--- src/rtl/pipe_pkg.sv ---
// Shared pipeline constants: control-bundle bit positions, default widths, zero register.
package pipe_pkg;
    localparam int unsigned DATA_W         = 32;
    localparam int unsigned REG_AW         = 5;
    localparam int unsigned MEM_WRITE_BIT  = 0;
    localparam int unsigned MEM_READ_BIT   = 1;
    localparam int unsigned REG_WRITE_BIT  = 0;
    localparam int unsigned MEM_TO_REG_BIT = 1;
    localparam int unsigned ZERO_REG       = 0;
endpackage

--- src/rtl/sat_counter.sv ---
// Saturating up-counter with synchronous active-high reset.
module sat_counter #(
    parameter int unsigned CNT_W = 16
) (
    input  logic             clk,
    input  logic             reset,
    input  logic             inc,
    output logic [CNT_W-1:0] count
);
    always_ff @(posedge clk) begin
        if (reset)
            count <= '0;
        else if (inc && (count != {CNT_W{1'b1}}))
            count <= count + CNT_W'(1);
    end
endmodule

--- src/rtl/ex_mem_pipe.sv ---
// EX->MEM pipeline register with stall, flush, valid tracking and forwarding qualifier.
// Optional performance counters are built when EX_MEM_PERF_EN is defined.
module ex_mem_pipe #(
    parameter int unsigned DATA_W = pipe_pkg::DATA_W,
    parameter int unsigned REG_AW = pipe_pkg::REG_AW,
    parameter int unsigned MEM_CW = 2,
    parameter int unsigned WB_CW  = 2,
    parameter int unsigned CNT_W  = 16
) (
    input  logic              clk,
    input  logic              reset,
    input  logic              Stall_M,
    input  logic              Flush_M,
    input  logic              Valid_E,
    input  logic [MEM_CW-1:0] MEM_E,
    input  logic [WB_CW-1:0]  WB_E,
    input  logic [DATA_W-1:0] ALUOut_E,
    input  logic [DATA_W-1:0] WriteData_E,
    input  logic [REG_AW-1:0] WriteReg_E,
    output logic              Valid_M,
    output logic [MEM_CW-1:0] MEM_M,
    output logic [WB_CW-1:0]  WB_M,
    output logic [DATA_W-1:0] ALUOut_M,
    output logic [DATA_W-1:0] WriteData_M,
    output logic [REG_AW-1:0] WriteReg_M,
    output logic              FwdEn_M,
    output logic [CNT_W-1:0]  StallCnt,
    output logic [CNT_W-1:0]  BubbleCnt
);
    import pipe_pkg::*;

    // Priority: reset > flush > stall > load; invalid entries drop their control bits.
    always_ff @(posedge clk) begin
        if (reset || Flush_M) begin
            Valid_M     <= 1'b0;
            MEM_M       <= '0;
            WB_M        <= '0;
            ALUOut_M    <= '0;
            WriteData_M <= '0;
            WriteReg_M  <= '0;
        end else if (!Stall_M) begin
            Valid_M     <= Valid_E;
            MEM_M       <= Valid_E ? MEM_E : '0;
            WB_M        <= Valid_E ? WB_E  : '0;
            ALUOut_M    <= ALUOut_E;
            WriteData_M <= WriteData_E;
            WriteReg_M  <= WriteReg_E;
        end
    end

    assign FwdEn_M = Valid_M & WB_M[REG_WRITE_BIT] & (WriteReg_M != REG_AW'(ZERO_REG));

`ifdef EX_MEM_PERF_EN
    logic stall_inc;
    logic bubble_inc;

    assign stall_inc  = Stall_M & ~Flush_M;
    assign bubble_inc = Flush_M | (~Stall_M & ~Valid_E);

    sat_counter #(.CNT_W(CNT_W)) u_stall_cnt (
        .clk   (clk),
        .reset (reset),
        .inc   (stall_inc),
        .count (StallCnt)
    );

    sat_counter #(.CNT_W(CNT_W)) u_bubble_cnt (
        .clk   (clk),
        .reset (reset),
        .inc   (bubble_inc),
        .count (BubbleCnt)
    );
`else
    assign StallCnt  = '0;
    assign BubbleCnt = '0;
`endif
endmodule

--- config.mk ---
export PLATFORM = sky130hd
export DESIGN_NAME = ex_mem_pipe
export DESIGN_NICKNAME = d
export VERILOG_FILES = /design/src/rtl/pipe_pkg.sv /design/src/rtl/sat_counter.sv /design/src/rtl/ex_mem_pipe.sv
export SDC_FILE = /design/constraint.sdc
export NUM_CORES = 1
export LEC_CHECK = 0
export ABC_AREA = 1
export BUFFER_PORTS_ARGS = -buffer_cell sky130_fd_sc_hd__clkbuf_2
export CAP_MARGIN = 20
export CELL_PAD_IN_SITES_DETAIL_PLACEMENT = 0
export CELL_PAD_IN_SITES_GLOBAL_PLACEMENT = 1
export CORE_MARGIN = 2
export CORE_UTILIZATION = 30
export DETAILED_ROUTE_END_ITERATION = 7
export PLACE_DENSITY_LB_ADDON = 0.2
export SKIP_LAST_GASP = 1
export SLEW_MARGIN = 10
export SYNTH_ARGS = -nofsm -noshare
export SYNTH_HDL_FRONTEND = slang
export SYNTH_HIERARCHICAL = 1
export SYNTH_SLANG_ARGS = --single-unit
export TNS_END_PERCENT = 10
--- constraint.sdc ---
create_clock -name clk -period 2.2 [get_ports clk]
set_clock_uncertainty 0.1 [all_clocks]
set_input_delay 0.22 -clock clk [delete_from_list [all_inputs] [get_ports clk]]
set_output_delay 0.22 -clock clk [all_outputs]
set_load 0.01 [all_outputs]
==> out/metrics.csv <==
stage,metric,value,unit
critical_path,reg2reg_from,WriteReg_M[2],
clocking,ctsResizeCount,0,
floorplanning,die_w,105,µm
global_route,grt_pass1_vias,2675,
min_path,hold_depth,3,
logic_synthesis,syn_inst,363,
critical_path,critPathMaxFanout,3,
timing,hold_viol_final,0,
floorplanning,std_cell_rows,37,
critical_path,crit_family,flip-flops,
routing,drc,0,
placed_design,place_congestion,0.720,
routing,vias,2836,
pwr,leakage,2.03,nW
routing,detail_route.wl_per_cell,11.6,µm
logic_synthesis,synth_most_common_cell,nand2_1,
min_path,hp-start,ALUOut_E[29],
min_path,hp-class,in -> reg,
pwr,ir_worst_vdd,0.324,mV
clocking,h-tree-depth,3,
logic_synthesis,synth_area_leaders,"dfxtp_1 48%, nand2_1 18%, a21oi_2 17%",
layout,final_cells,694,
logic_synthesis,synth_cell_types,13,
logic_synthesis,synth_ff_type,dfxtp_1,
layout,drive_gt1_frac,0.418,
critical_path,slowest_stage,dfxtp_1,
global_route,grt_usage,0.143,
floorplanning,die-area,11100,µm²
logic_synthesis,synth_area_leader_cell,dfxtp_1,
clocking,clock_sinks,74,
placed_design,numPortBuffers,152,
critical_path,r2r_cells,2,
logic_synthesis,synth_common_cells,"146 x nand2_1, 74 x dfxtp_1, 60 x a21oi_2",
critical_path,worst-endpoint-required,1.88,ns
placed_design,dp.cells,630,
logic_synthesis,synth_edf_count,0,
critical_path,max_stage_delay,0.33,ns
global_route,grt.overflow.total,0,
critical_path,worstReg2RegEnd,WriteReg_M[2],
logic_synthesis,yosys_warnings,6,
critical_path,setup.worst_path.start_class,register,
layout,final_nets,631,
routing,drtPass1Iterations,4,
floorplanning,die_h,105,µm
clocking,clk_latency,0.35,ns
logic_synthesis,synthArstFlopShare,0,
clocking,clockBufferDepth,2,
timing,finalWorstSetupSlack,0.787,ns
timing,timing.slew.headroom,0.479,
routing,routed_wirelength,8.07,mm
global_route,grt_pass1_wl,12.6,mm
logic_synthesis,netlist.area_leader.share,0.480,
min_path,hold_end,ALUOut_M[29],
critical_path,worstPathArrival,1.09,ns
critical_path,critPathBufInv,2,
critical_path,crit_type,reg -> out,
logic_synthesis,syn_area_per_cell,8.51,µm²
timing,clock.fmax,708,MHz
logic_synthesis,synth_area,3090,µm²
timing,report.final.slew_viol_count,0,
layout,post-route-util,0.446,
floorplanning,fp.coreArea,10100,µm²
layout,antenna_cells,0,
placed_design,dp_hpwl,5.23,mm
critical_path,cp-end-kind,output pin,
global_route,grt_max_degree,75,
floorplanning,start_util,0.305,
timing,finalSetupViolations,0,
logic_synthesis,ys_seq_area_frac,0.480,
timing,finalCriticalPeriod,1.41,ns
floorplanning,io_pins,185,
logic_synthesis,synth-seq-cells,74,
flow_run,drv_cap,0,
critical_path,worstPathCellList,nor2_1 > nand3_1 > nand2_1 > inv_1 > clkbuf_2,
global_route,antenna_found_initial,0,
timing,whs,0.00882,ns
layout,syn_to_final_growth,46.3,%
timing,post-route-period-util,0.642,
critical_path,startpoint,WriteReg_M[1],
run_status,status,"complete, no violations",
placed_design,dp_slack,0.718,ns
clocking,path_clk_slew,0.08,ns
routing,viasPerCell,4.09,
critical_path,regToRegSetupSlack,1.43,ns
timing,rsz0062_at_grt,false,
routing,ant_nets,0,
clocking,root_buffer,clkbuf_8,
clocking,cts_buffers,9,
timing,tightest_slew,0.781,ns
pwr,power_density,691,nW/µm²
clocking,post-cts-setup-buffer-count,0,
routing,drt_iter0_drc,85,
timing,fin_setup_tns,0,ns
clocking,cts_tree,done,
[registers in the layout (all words and copies together), names as in the netlist]
name	flops
WriteData_M	32
ALUOut_M	32
WriteReg_M	5
Valid_M	1
WB_M	2
MEM_M	2
[power breakdown]
part           switching [W]  total [W]  internal (W)
clock network       0.000507    0.00132      0.000816
registers          0.0000229    0.00140       0.00138
logic               0.000216   0.000397      0.000182
[tightest hold or removal path, stage by stage]
cell and delay, ns:
clkbuf_2 0.08, nand2_1 0.05, a21oi_1 0.06
[what timing repair did]
action / in CTS / in global routing
hold buffers: 47 / 1
hold endpoints to repair: 47 / 1
setup endpoints to repair: 0 / 0
[logic make-up (layout without fill, tap and decap cells)]
kind of cell,count (synthesis),after routing,synth area share
DFF,74,74,0.480
and+or+nand+nor,154,154,0.190
AOI/OAI and AO/OA,74,74,0.193
buffers and inverters,60,224,0.136
other,1,32,0.00121
[routing by layer]
metal	global-route usage	routed length, µm	part of all wire	vias up
met1	0.184	3750	0.47	1253
met4	0.0657	132	0.016	0
met3	0.0495	651	0.081	10
met5	0	0	0	-
li1	-	-	-	1468
met2	0.215	3530	0.44	105
[layout make-up]
class / count / area (µm²)
repair buffers: 204 / 1300
flip-flops and latches: 74 / 1480
fillers: 1025 / 5620
multi-input cells: 260 / 1310
clock buffers: 12 / 155
well taps: 136 / 170
clock inverters: 4 / 97.6
inverters: 4 / 15.0
[placed cells by master (no fill, tap or decap)]
cell           instances
bufinv_16              3
dfxtp_1               74
buf_4                  2
dlygate4sd3_1         48
nand3_1                5
clkinvlp_4             1
nor2_1                 2
inv_2                  1
clkbuf_8              11
nand2_1              146
clkbuf_1               1
or2_4                  1
conb_1                32
a21oi_1               14
buf_12                 2
clkbuf_2             152
inv_1                  3
a21oi_2               60
[how the worst max path moves through the flow]
stage,end,depth (start not counted)
2_1_floorplan,ALUOut_M[0],4
3_3_place_gp,WB_M[1],4
3_5_place_dp,ALUOut_M[29],4
4_1_cts,FwdEn_M,5
5_1_grt,FwdEn_M,5
6_report,FwdEn_M,5
[per-stage QoR]
stage / power, W / instance area, µm²
after global placement: 0.00177 / 3790
after detailed placement: 0.00177 / 3790
after floorplan: 0.00168 / 3210
after CTS: 0.00317 / 4510
final: 0.00312 / 4520
after global routing: 0.00325 / 4520
Power figures use the tool's default switching activity.
